===== src/rtl/reduce_pkg.sv =====
// rtl/reduce_pkg.sv - shared op encoding, identity/combine helpers and tree-geometry functions
package reduce_pkg;

  typedef enum logic [1:0] {
    OP_AND    = 2'd0,
    OP_OR     = 2'd1,
    OP_XOR    = 2'd2,
    OP_OR_ALT = 2'd3
  } op_e;

  function automatic logic identity(input op_e op);
    return (op == OP_AND);
  endfunction

  function automatic logic combine(input op_e op, input logic a, input logic b);
    case (op)
      OP_AND:  return a & b;
      OP_XOR:  return a ^ b;
      default: return a | b;
    endcase
  endfunction

  // Bits present at tree level `level` (level 0 is the raw input word).
  function automatic int level_width(input int width, input int fanin, input int level);
    int w;
    w = width;
    for (int i = 0; i < level; i++) w = (w + fanin - 1) / fanin;
    return w;
  endfunction

  function automatic int stage_count(input int width, input int fanin);
    int w;
    int n;
    w = width;
    n = 0;
    while (w > 1) begin
      w = (w + fanin - 1) / fanin;
      n++;
    end
    return n;
  endfunction

  // Start bit of level `level` when all levels are packed into one flat bus.
  function automatic int level_offset(input int width, input int fanin, input int level);
    int s;
    s = 0;
    for (int i = 0; i < level; i++) s += level_width(width, fanin, i);
    return s;
  endfunction

endpackage


===== src/rtl/reduce_stage.sv =====
// rtl/reduce_stage.sv - one registered reduction tree level with a skid-free valid/ready slice
module reduce_stage
  import reduce_pkg::*;
#(
  parameter int IN_W  = 8,
  parameter int FANIN = 4,
  parameter bit LAST  = 1'b0,
  parameter bit ACCUM = 1'b0,
  localparam int OUT_W = (IN_W + FANIN - 1) / FANIN
) (
  input  logic             clk,
  input  logic             reset,
  input  logic [IN_W-1:0]  in_data,
  input  logic [1:0]       in_op,
  input  logic             in_inv,
  input  logic             in_last,
  input  logic             in_valid,
  output logic             in_ready,
  output logic [OUT_W-1:0] out_data,
  output logic [1:0]       out_op,
  output logic             out_inv,
  output logic             out_last,
  output logic             out_valid,
  input  logic             out_ready
);

  localparam int PAD_W = OUT_W * FANIN;

  op_e              op;
  logic             ident;
  logic [PAD_W-1:0] padded;
  logic [OUT_W-1:0] nodes;
  logic [OUT_W-1:0] next_data;
  logic             folded;
  logic             emit;
  logic             acc_q;
  logic             open_q;

  assign in_ready = !out_valid || out_ready;

  always_comb begin
    op     = op_e'(in_op);
    ident  = identity(op);
    padded = {PAD_W{ident}};
    padded[IN_W-1:0] = in_data;
    nodes  = '0;
    for (int j = 0; j < OUT_W; j++) begin
      nodes[j] = ident;
      for (int b = 0; b < FANIN; b++) nodes[j] = combine(op, nodes[j], padded[j*FANIN+b]);
    end
    // Only the final level folds in the running packet value and applies inversion.
    folded    = (ACCUM && open_q) ? combine(op, acc_q, nodes[0]) : nodes[0];
    next_data = nodes;
    if (LAST) next_data[0] = folded ^ in_inv;
    emit = !(LAST && ACCUM) || in_last;
  end

  always_ff @(posedge clk) begin
    if (reset) begin
      out_valid <= 1'b0;
      out_data  <= '0;
      out_op    <= '0;
      out_inv   <= 1'b0;
      out_last  <= 1'b0;
      acc_q     <= 1'b0;
      open_q    <= 1'b0;
    end else if (in_ready) begin
      out_valid <= in_valid && emit;
      if (in_valid) begin
        out_data <= next_data;
        out_op   <= in_op;
        out_inv  <= in_inv;
        out_last <= in_last;
        if (LAST && ACCUM) begin
          acc_q  <= folded;
          open_q <= !in_last;
        end
      end
    end
  end

endmodule


===== src/rtl/reduce_pipe.sv =====
// rtl/reduce_pipe.sv - pipelined FANIN-ary AND/OR/XOR reducer with valid/ready streams
// Define REDUCE_PIPE_ACCUM_EN to add I_last and fold whole packets into one result.
module reduce_pipe
  import reduce_pkg::*;
#(
  parameter int WIDTH = 8,
  parameter int FANIN = 4
) (
  input  logic             CLK,
  input  logic             RESET,
  input  logic [WIDTH-1:0] I,
  input  logic [1:0]       OP,
  input  logic             INV,
`ifdef REDUCE_PIPE_ACCUM_EN
  input  logic             I_last,
`endif
  input  logic             I_valid,
  output logic             I_ready,
  output logic             O,
  output logic             O_valid,
  input  logic             O_ready
);

  localparam int STAGES = stage_count(WIDTH, FANIN);
  localparam int BUS_W  = level_offset(WIDTH, FANIN, STAGES + 1);
`ifdef REDUCE_PIPE_ACCUM_EN
  localparam bit ACCUM = 1'b1;
`else
  localparam bit ACCUM = 1'b0;
`endif

  // All tree levels share one flat bus; level k starts at level_offset(k).
  logic [BUS_W-1:0] data_bus;
  logic [STAGES:0]  valid_c;
  logic [STAGES:0]  ready_c;
  logic [STAGES:0]  inv_c;
  logic [STAGES:0]  last_c;
  logic [1:0]       op_c [0:STAGES];
  logic [3:0]       tail_ctl_unused;

  assign data_bus[WIDTH-1:0] = I;
  assign op_c[0]             = OP;
  assign inv_c[0]            = INV;
  assign valid_c[0]          = I_valid;
  assign I_ready             = ready_c[0];
  assign ready_c[STAGES]     = O_ready;
  assign O_valid             = valid_c[STAGES];
  assign O                   = data_bus[BUS_W-1];
  assign tail_ctl_unused     = {op_c[STAGES], inv_c[STAGES], last_c[STAGES]};
`ifdef REDUCE_PIPE_ACCUM_EN
  assign last_c[0] = I_last;
`else
  assign last_c[0] = 1'b1;
`endif

  for (genvar k = 0; k < STAGES; k++) begin : g_stage
    localparam int IN_OFF  = level_offset(WIDTH, FANIN, k);
    localparam int IN_W    = level_width(WIDTH, FANIN, k);
    localparam int OUT_OFF = level_offset(WIDTH, FANIN, k + 1);
    localparam int OUT_W   = level_width(WIDTH, FANIN, k + 1);

    reduce_stage #(
      .IN_W  (IN_W),
      .FANIN (FANIN),
      .LAST  (k == STAGES - 1),
      .ACCUM (ACCUM)
    ) u_stage (
      .clk       (CLK),
      .reset     (RESET),
      .in_data   (data_bus[IN_OFF +: IN_W]),
      .in_op     (op_c[k]),
      .in_inv    (inv_c[k]),
      .in_last   (last_c[k]),
      .in_valid  (valid_c[k]),
      .in_ready  (ready_c[k]),
      .out_data  (data_bus[OUT_OFF +: OUT_W]),
      .out_op    (op_c[k+1]),
      .out_inv   (inv_c[k+1]),
      .out_last  (last_c[k+1]),
      .out_valid (valid_c[k+1]),
      .out_ready (ready_c[k+1])
    );
  end

endmodule


===== config.mk =====
export PLATFORM = sky130hd
export DESIGN_NAME = reduce_pipe
export DESIGN_NICKNAME = d
export VERILOG_FILES = /design/src/rtl/reduce_pkg.sv /design/src/rtl/reduce_stage.sv /design/src/rtl/reduce_pipe.sv
export SDC_FILE = /design/constraint.sdc
export NUM_CORES = 1
export LEC_CHECK = 0
export ABC_AREA = 1
export BUFFER_PORTS_ARGS = -buffer_cell sky130_fd_sc_hd__buf_4
export CORE_UTILIZATION = 45
export CTS_CLUSTER_DIAMETER = 30
export CTS_CLUSTER_SIZE = 28
export DETAILED_ROUTE_END_ITERATION = 8
export PLACE_DENSITY_LB_ADDON = 0.2
export SLEW_MARGIN = 20
export SYNTH_ARGS = -nofsm -noshare
export SYNTH_HDL_FRONTEND = slang
export SYNTH_SLANG_ARGS = --single-unit

===== constraint.sdc =====
create_clock -name CLK -period 3.6 [get_ports CLK]
set_input_delay 0.72 -clock CLK [delete_from_list [all_inputs] [get_ports CLK]]
set_output_delay 0.72 -clock CLK [all_outputs]
set_load 0.01 [all_outputs]

==> results of run 1 <==
[registers in the layout (all words and copies together) (netlist names)]
signal and count:
g_stage.u_stage.out_op 2, g_stage.u_stage.out_inv 1, g_stage.u_stage.out_data 3, g_stage.u_stage.out_valid 2
[metrics by stage]
stage / power, W / cells / instance area (um2) / utilization (%)
finish: 0.0002837 / 168 / 1081 / 60.00
global placement: 0.0002154 / 165 / 1059 / 58.75
detailed placement: 0.0002218 / 165 / 1059 / 58.75
global route: 0.0003103 / 168 / 1081 / 60.00
floorplan: 0.0001844 / 124 / 904.6 / -
CTS: 0.0002886 / 168 / 1081 / 60.00
[layer usage]
metal	up-vias	track usage (%)	wire, um
met3	0	3.462	31
met1	348	18.06	734
met2	13	30.28	879
met5	-	0	0
met4	0	5.143	0
li1	440	-	-
[area by class of cell]
| class | count | area [um2] | area share (%) |
|---|---|---|---|
| clock buffer | 3 | 22.52 | 2.083 |
| inverter | 33 | 123.9 | 11.46 |
| multi-input combinational | 82 | 615.6 | 56.94 |
| sequential | 8 | 160.2 | 14.81 |
| tap | 25 | 31.28 | 2.894 |
| timing repair buffer | 17 | 127.6 | 11.81 |
[kinds of logic after synthesis]
kind of cell | Yosys count | synth area share [%]
flip-flops | 8 | 17.70
buffers and inverters | 34 | 14.25
adder cells (fa/ha/maj) | 23 | 31.81
AO/OA/AOI/OAI | 30 | 21.58
AND/OR/NAND/NOR | 29 | 14.66
[report_power, final]
group | switching (W) | internal, W
Sequential | 0.00000637 | 0.0000955
Combinational | 0.0000641 | 0.0000527
Clock | 0.0000272 | 0.0000379
Total | 0.0000976 | 0.000186
[tightest hold or removal path, stage by stage, from the launching register on]
cell and delay, ps:
dfxtp_1 300, nand2_1 60, a21oi_1 60
[cells in the final DEF (no fill, tap or decap), drive strengths merged]
master	synthesis	routed
o211ai	1	1
o21ai	10	10
dfxtp	8	8
nor2	4	4
o221ai	4	4
buf	1	17
nand3	5	5
inv	33	33
clkbuf	0	3
ha	23	23
a21oi	14	14
nand2	20	20
o31ai	1	1
[how the worst max path moves through the flow]
| stage | end | slack (ps) | depth (start not counted) |
|---|---|---|---|
| 2_1_floorplan | g_stage[0].u_stage.out_data[0]$_SDFFE_PP0P_ | 570 | 15 |
| 3_3_place_gp | g_stage[0].u_stage.out_data[1]$_SDFFE_PP0P_ | 250 | 16 |
| 3_5_place_dp | g_stage[0].u_stage.out_data[1]$_SDFFE_PP0P_ | 190 | 16 |
| 4_1_cts | g_stage[0].u_stage.out_data[1]$_SDFFE_PP0P_ | 460 | 16 |
| 5_1_grt | g_stage[1].u_stage.out_data$_SDFFE_PP0P_ | 200 | 21 |
| 6_report | g_stage[0].u_stage.out_data[1]$_SDFFE_PP0P_ | 460 | 16 |
[cells in the mapped netlist]
master and number:
nor2_4 2, nand2_2 1, buf_2 1, o221ai_2 4
o211ai_1 1, o21ai_1 4, nand2_1 19, nand3_1 5
ha_1 23, o21ai_0 6, inv_2 2, dfxtp_1 8
inv_1 31, a21oi_1 14, o31ai_1 1, nor2_1 2
==> results.cfg, run 1 <==
[clocking]
ctsResizeCount = 0
cts_setup_buffers = 0
numClockSinks = 8
cts_root_buf = clkbuf_4
insertion_delay_ps = 250
hold_buffers = 0
cts-htree-levels = 1
cts_made_buffers = 3
clk_pin_slew_ps = 50
clk_path_buf_depth = 2
cts_tree = done

[synth]
synth_area_um2 = 904.6
synth.top_cell.area_share_pct = 31.81
syn_inst = 124
synth_warnings = 0
yosysTopAreaCell = ha_1
synth.distinct_cells = 16
syn_avg_cell_area_um2 = 7.295
synth_area_leaders = ha_1, dfxtp_1, inv_1
yosysSeqAreaShare_pct = 17.70
ys_ff_latch = 8
syn-num-nets = 162

[sta]
fin_setup_tns_ps = 0
max_freq_mhz = 318.2
fin_skew_ps = 1.495
setup_viol = 0
finalHoldViolations = 0
fin_crit_sh_pct = 87.30
tightest_slew_ps = 311.6
relSlewSlack_pct = 79.20
fin_ws_ps = 457.0
min_period_ps = 3143
whs_ps = 462.6
rsz0062_at_grt = no
slew_viol_final = 0

[hold_path]
worstHoldStart = g_stage[1].u_stage.out_data$_SDFFE_PP0P_
hold_depth = 2
whs_endpoint = g_stage[1].u_stage.out_data$_SDFFE_PP0P_
worstHoldPathType = reg2reg

[flow_run]
maxCapViolCount = 0

[worst_setup_path]
crit_arrival_ps = 3270
ff2ff_path_depth = 20
worst_path_max_delay_cell = ha_1
reg2reg_slack_ps = 520
end_kind = flip-flop
critPathRequiredTime_ps = 3730
slowest_delay_ps = 280
crit_path_max_fanout = 7
cp_common_cell = ha_1
r2r-end = g_stage[1].u_stage.out_data$_SDFFE_PP0P_
crit_buf_inv = 2
critPathKind = in2reg
worstReg2RegStart = g_stage[0].u_stage.out_op[0]$_SDFFE_PP0P_
startpoint = OP[0]
critPathLaunchType = input port
cpLargestDelayFamily = adder cells
crit_chain = buf_4, nor2_4, inv_2, ha_1, a21oi_1, nand2_1, o21ai_1, ha_1, o221ai_2, ha_1, o221ai_2, ha_1, nand3_1, o21ai_1, a21oi_1, a21oi_1

[global_routing]
overflow = 0
gr-usage-all-layers_pct = 16.18
grt_start_max_net_pins = 10
grt_pass1_vias = 707
grt_pass1_wl_mm = 2.594
antenna_found_initial = 0

[drt]
drt_first_pass_iters = 4
ant_nets = 0
vias = 801
vias_per_cell = 4.768
drt-total-wl_mm = 1.646
drc = 0
wire_per_inst_um = 9.798
drt_iter0_markers = 18

[final_layout]
layout-drive-gt1-share_pct = 20.28
syn2layout_area_growth_pct = 19.50
final_net_count = 183
diodes = 0
fillers = 182

[pwr]
power_density_nw_per_um2 = 262.5
ir_drop_v = 0.0001098
p_leak_nw = 0.5957

[floorplanning]
io-pin-count = 18
rows = 15
die_area_um2 = 2194
initial_core_util_pct = 50.21
dieWidth_um = 46.84
dieHeight_um = 46.84
core_area_um2 = 1802

[placed_design]
io_buffers = 17
hpwl_mm = 1.380
finalWeightedCongestion = 0.7164
dp_slack_ps = 191.6

[outcome]
outcome = complete, no violations
No activity file was read; power rests on OpenSTA's default activity.
==> run 2: changes to the inputs <==
--- a/config.mk
+++ b/config.mk
@@ -5,7 +5,6 @@
 export SDC_FILE = /design/constraint.sdc
 export NUM_CORES = 1
 export LEC_CHECK = 0
-export ABC_AREA = 1
 export BUFFER_PORTS_ARGS = -buffer_cell sky130_fd_sc_hd__buf_4
 export CORE_UTILIZATION = 45
 export CTS_CLUSTER_DIAMETER = 30
==> run 2 against run 1 <==
  * Clock power rose by 3.4%
  * First-iteration DRC count fell by 50%
  * Design area grew 12%
  * Clock skew is 5.5 ps higher
  * Die area grew 3.3%
  * Critical path type unchanged
  * Flip-flop and latch count did not move
  * Final cell count down 3.6%
==> results.cfg, run 2 <==
[sta]
fin_skew_ps = 6.977
max_freq_mhz = 290.3
slew_viol_final = 0
relSlewSlack_pct = 84.12
setup_viol = 0
finalHoldViolations = 0
fin_crit_sh_pct = 95.69
fin_setup_tns_ps = 0
tightest_slew_ps = 238.2
min_period_ps = 3445

[final_layout]
layout_common_cells = buf_4, ha_1, inv_1
final_common_cell = buf_4
max_flop_register = g_stage.u_stage.out_data
layout-drive-gt1-share_pct = 31.85
top_regs = g_stage.u_stage.out_data (3), g_stage.u_stage.out_op (2), g_stage.u_stage.out_valid (2)
fin_util_pct = 61.48
syn2layout_area_growth_pct = 28.88
finalNonFillerCells = 162
largest_reg_flops = 3
diodes = 0
final_net_count = 175

[clocking]
cts_made_buffers = 3
cts_root_buf = clkbuf_4
cts_tree = done
clk_pin_slew_ps = 60
cts_setup_buffers = 0
insertion_delay_ps = 250
cts-htree-levels = 1
numClockSinks = 8
clk_path_buf_depth = 2

[synth]
yosysMostFrequentCell = ha_1
synth_area_um2 = 935.9
synth_warnings = 0
ys_ff_latch = 8
yosysSeqAreaShare_pct = 17.11
synth-edff-count = 0
synth_ff_type = dfxtp_1
yosysTopAreaCell = ha_1
synth_area_leaders = ha_1, dfxtp_1, a21oi_1
synth.distinct_cells = 22
syn_avg_cell_area_um2 = 8.068
syn-num-nets = 154
synth.top_cell.area_share_pct = 30.75
netlist_top_cells_count = ha_1, inv_1, a21oi_1
async_flop_share_pct = 0
syn_inst = 116

[hold_path]
worstHoldStart = g_stage[0].u_stage.out_valid$_SDFFE_PP0N_
worstHoldPathType = reg2reg

[global_routing]
use_met2_pct = 31.51
grt_pass1_wl_mm = 2.835
top_usage_layer = met2
grt_use_met1_pct = 21.12
gr-usage-all-layers_pct = 17.30
overflow = 0
met3_usage_pct = 1.132
grt_start_max_net_pins = 22
grt_pass1_vias = 719
antenna_found_initial = 0

[floorplanning]
initial_core_util_pct = 47.70
dieWidth_um = 47.61
io-pin-count = 18
core_area_um2 = 1962
rows = 16
die_area_um2 = 2266
dieHeight_um = 47.61

[drt]
drc = 0
wire_per_inst_um = 11.24
drt-total-wl_mm = 1.821
vias_per_cell = 5.222
drt_iter0_markers = 9
drt_first_pass_iters = 3
vias = 846
ant_nets = 0

[worst_setup_path]
cpLargestDelayFamily = compound AO/OA/AOI/OAI gates
worstReg2RegStart = g_stage[0].u_stage.out_op[0]$_SDFFE_PP0P_
reg2reg_slack_ps = 200
critPathKind = in2reg
critPathRequiredTime_ps = 3740
crit_arrival_ps = 3590
end_kind = flip-flop
critPathLaunchType = input port
crit_chain = buf_4, or2_4, ha_1, a211oi_2, a21oi_1, ha_1, nor2b_1, a211oi_2, a21oi_1, ha_1, nor2b_1, a211oi_2, a21o_1, ha_1, mux2_2, o211ai_1, a21oi_1
startpoint = OP[0]
cp_common_cell = ha_1
crit_path_max_fanout = 3
crit_buf_inv = 1
slowest_delay_ps = 280
worst_path_max_delay_cell = ha_1

[placed_design]
io_buffers = 17
dp_cells = 159
hpwl_mm = 1.436
finalWeightedCongestion = 0.7653

[pwr]
power_density_nw_per_um2 = 246.7
p_leak_nw = 0.6027
ir_drop_v = 0.0001324

[flow_run]
maxCapViolCount = 0

[outcome]
outcome = complete, no violations
==> run 2: cell types whose count changed in the layout (fill, tap and decap cells not counted), sizes merged, moves of 4 or more <==
cell	delta
a211oi	+10
buf	+4
nor2b	+4
nor2	-4
o221ai	-4
inv	-15
o21ai	-4
a21o	+6
nand2	-20
==> run 2: what timing repair did <==
item,4_1_cts,5_1_grt
pin swaps,0,9
setup endpoints to repair,1,2
gates resized for setup,1,5
hold buffers,0,0
==> run 2: layout make-up <==
type                       instances  area, um2
multi-input combinational         85      764.5
fill                             189      755.7
sequential                         8      160.2
timing repair buffer              21      157.7
inverter                          18      67.56
tap                               27      33.78
clock buffer                       3      22.52
==> run 2: cells by family after synthesis <==
group	Yosys count	synth area share, %
AOI/OAI and AO/OA	44	29.28
adders and majority gates	23	30.75
buffers and inverters	23	9.357
DFF	8	17.11
muxes	2	2.406
and+or+nand+nor	16	11.10
==> run 2: layer usage <==
layer / wire [um] / share of wire (%)
met1: 846 / 46
met2: 929 / 51
met3: 45 / 2.5
met4: 0 / 0
met5: 0 / 0
==> run 2: power by group <==
| group | internal [W] | leakage, nW | switching, W |
|---|---|---|---|
| combinational | 0.0000668 | 0.523 | 0.0000647 |
| sequential | 0.0000948 | 0.0661 | 0.00000389 |
| clock | 0.0000381 | 0.0138 | 0.0000292 |
==> run 2: final timing paths <==
check / endpoint / cells after the start
max: g_stage[0].u_stage.out_data[1]$_SDFFE_PP0P_ / 17
min: g_stage[1].u_stage.out_valid$_SDFFE_PP0P_ / 2
max reg2reg: g_stage[1].u_stage.out_data$_SDFFE_PP0P_ / 15
min reg2reg: g_stage[1].u_stage.out_valid$_SDFFE_PP0P_ / 2
==> run 2: metrics by stage <==
stage / hold slack (ps) / area [um2] / power (W) / setup WS [ps]
2_1_floorplan: 443.2 / 988.4 / 0.0001876 / -43.53
3_3_place_gp: 458.0 / 1147 / 0.0002166 / -132.2
3_5_place_dp: 463.1 / 1147 / 0.0002219 / -159.3
4_1_cts: 471.8 / 1175 / 0.0002928 / 12.75
5_1_grt: 491.0 / 1206 / 0.0003235 / -34.75
6_report: 471.3 / 1206 / 0.0002975 / 155.3
==> run 2: worst reg2reg max path, stage by stage (launching register included) <==
cell,delay [ps]
dfxtp_1,300
or2_2,330
ha_1,300
a211oi_2,220
a21o_1,120
ha_1,250
a211oi_4,250
a21o_1,110
ha_1,210
a211oi_1,220
a21oi_1,90
inv_1,70
ha_1,230
a211oi_2,260
o21ai_0,130
a311oi_1,220
==> run 3: changes to the inputs <==
--- a/config.mk
+++ b/config.mk
@@ -5,12 +5,14 @@
 export SDC_FILE = /design/constraint.sdc
 export NUM_CORES = 1
 export LEC_CHECK = 0
+export ABC_AREA = 1
 export BUFFER_PORTS_ARGS = -buffer_cell sky130_fd_sc_hd__buf_4
-export CORE_UTILIZATION = 45
+export CORE_UTILIZATION = 54
 export CTS_CLUSTER_DIAMETER = 30
 export CTS_CLUSTER_SIZE = 28
 export DETAILED_ROUTE_END_ITERATION = 8
 export PLACE_DENSITY_LB_ADDON = 0.2
+export REMOVE_ABC_BUFFERS = 1
 export SLEW_MARGIN = 20
 export SYNTH_ARGS = -nofsm -noshare
 export SYNTH_HDL_FRONTEND = slang
==> run 3 against run 2 <==
  * Worst setup slack improved by 260 ps
  * Die area decreased by 19%
  * Hold slack about the same
  * Largest power group unchanged
==> results.cfg, run 3 (synthesis results as in run 1) <==
[sta]
fin_setup_tns_ps = 0
tightest_slew_ps = 310.3
setup_viol = 0
fin_crit_sh_pct = 88.58
fin_skew_ps = 1.594
min_period_ps = 3189
finalHoldViolations = 0
rsz0062_at_grt = no
slew_viol_final = 0
max_freq_mhz = 313.6
relSlewSlack_pct = 79.28

[pwr]
power_frac_seq_pct = 35.8
totalPowerFinal_w = 0.0002847
pwr-share-clk_pct = 23.7
ir_drop_v = 0.0001005
p_leak_nw = 0.5957
p_sw_w = 0.00009907
p_int_w = 0.0001857
power_density_nw_per_um2 = 266.2
p_comb_share_pct = 40.6
p_sw_share_pct = 34.80

[drt]
drt_iter0_markers = 8
vias_per_cell = 5.226
drt_first_pass_iters = 4
vias = 831
wire_per_inst_um = 9.711
drc = 0
drt-total-wl_mm = 1.544
ant_nets = 0

[worst_setup_path]
worst_path_max_delay_cell = ha_1
crit_end = g_stage[0].u_stage.out_data[1]$_SDFFE_PP0P_
cp.depth = 16
critPathLaunchType = input port
reg2reg_slack_ps = 530
critPathKind = in2reg
crit_chain = buf_4, nor2_4, inv_2, ha_1, a21oi_1, nand2_1, o21ai_1, ha_1, o221ai_2, ha_1, o221ai_2, ha_1, nand3_1, o21ai_1, a21oi_1, a21oi_1
crit_path_max_fanout = 7
critPathRequiredTime_ps = 3740
slowest_delay_ps = 290
crit_arrival_ps = 3330
crit_buf_inv = 2
cp_common_cell = ha_1
r2r-end = g_stage[1].u_stage.out_data$_SDFFE_PP0P_
startpoint = OP[0]
ff2ff_path_depth = 21
cpLargestDelayFamily = adder cells
worstReg2RegStart = g_stage[0].u_stage.out_op[0]$_SDFFE_PP0P_
end_kind = flip-flop

[clocking]
hold_buffers = 0
cts_made_buffers = 3
insertion_delay_ps = 250
cts_setup_buffers = 0
clk_pin_slew_ps = 50
cts-htree-levels = 1
ctsResizeCount = 0
cts_root_buf = clkbuf_4
clk_path_buf_depth = 2
cts_tree = done
numClockSinks = 8

[global_routing]
grt_pass1_vias = 723
overflow = 0
antenna_found_initial = 0
gr-usage-all-layers_pct = 18.48
grt_pass1_wl_mm = 2.704
grt_start_max_net_pins = 10

[placed_design]
finalWeightedCongestion = 0.7897
io_buffers = 17
hpwl_mm = 1.296
dp_cells = 156

[final_layout]
final_common_cell = inv_1
max_flop_register = g_stage.u_stage.out_data
fin_util_pct = 69.40
diodes = 0
largest_reg_flops = 3
layout_common_cells = inv_1, ha_1, nand2_1
syn2layout_area_growth_pct = 18.26
top_regs = g_stage.u_stage.out_data (3), g_stage.u_stage.out_op (2), g_stage.u_stage.out_valid (2)
finalNonFillerCells = 159
final_net_count = 183
layout-drive-gt1-share_pct = 20.28

[flow_run]
maxCapViolCount = 0

[floorplanning]
dieWidth_um = 42.93
initial_core_util_pct = 58.69
dieHeight_um = 42.93
rows = 14
core_area_um2 = 1541
die_area_um2 = 1843
io-pin-count = 18

[hold_path]
worstHoldPathType = reg2reg

[outcome]
outcome = complete, no violations
run 3: cell types whose count changed in the layout (fill, tap and decap cells not counted), sizes merged, moves of 6 or more:
cell    change
a21o        -6
nand2      +20
inv        +15
a211oi     -10
run 3: worst reg2reg max path: stages (launching register included):
cell and delay, ps:
dfxtp_1 500, nor2_4 90, inv_1 140, ha_1 250
o31ai_1 220, a21oi_1 90, inv_1 60, ha_1 210
inv_1 50, nand2_1 40, o211ai_1 110, ha_1 270
a21oi_1 140, nand2_1 50, o21ai_0 110, ha_1 280
nand2_1 70, nand2_1 70, nand2_1 60, nand2_1 50
nand3_1 60, a21oi_1 60
run 3: power by group through the flow:
| stage | logic [W] | registers, W | clock network (W) |
|---|---|---|---|
| detailed placement | 0.000116 | 0.000104 | 0 |
| finish | 0.000116 | 0.000102 | 0.0000674 |
| floorplan | 0.0000809 | 0.000103 | 0 |
| global placement | 0.000112 | 0.000103 | 0 |
| global route | 0.000137 | 0.000103 | 0.0000695 |
| CTS | 0.000117 | 0.000102 | 0.0000678 |
run 3: final cells by class:
cell class	instances	area, um2
Sequential cell	8	160.2
Clock buffer	3	22.52
Timing Repair Buffer	17	127.6
Inverter	33	123.9
Fill cell	119	471.7
Tap cell	16	20.02
Multi-Input combinational cell	82	615.6
run 3: how the worst min path moves through the flow:
stage,cells past startpoint,from,end,slack [ps]
3_3_place_gp,2,g_stage[1].u_stage.out_data$_SDFFE_PP0P_,g_stage[1].u_stage.out_data$_SDFFE_PP0P_,450
2_1_floorplan,2,g_stage[0].u_stage.out_inv$_SDFFE_PP0P_,g_stage[0].u_stage.out_inv$_SDFFE_PP0P_,440
6_report,2,g_stage[1].u_stage.out_data$_SDFFE_PP0P_,g_stage[1].u_stage.out_data$_SDFFE_PP0P_,470
3_5_place_dp,2,g_stage[1].u_stage.out_data$_SDFFE_PP0P_,g_stage[1].u_stage.out_data$_SDFFE_PP0P_,470
5_1_grt,2,g_stage[1].u_stage.out_data$_SDFFE_PP0P_,g_stage[1].u_stage.out_data$_SDFFE_PP0P_,490
4_1_cts,2,g_stage[0].u_stage.out_inv$_SDFFE_PP0P_,g_stage[0].u_stage.out_inv$_SDFFE_PP0P_,470
run 3: routing by layer:
metal  share of wire [%]  vias up  GRT usage (%)
li1                    -      435              -
met1                  46      381          22.22
met2                  51       13          34.24
met3                 2.3        2          1.702
met4                 1.0        0          5.455
met5                   0        -              0
run 3: stage by stage:
step           setup WS (ps)  area (um2)  hold slack (ps)
3_5_place_dp           178.9        1047            466.7
2_1_floorplan          566.3       899.6            444.1
5_1_grt                176.5        1070            487.3
3_3_place_gp           255.3        1047            448.5
4_1_cts                428.7        1070            474.2
6_report               411.1        1070            471.3
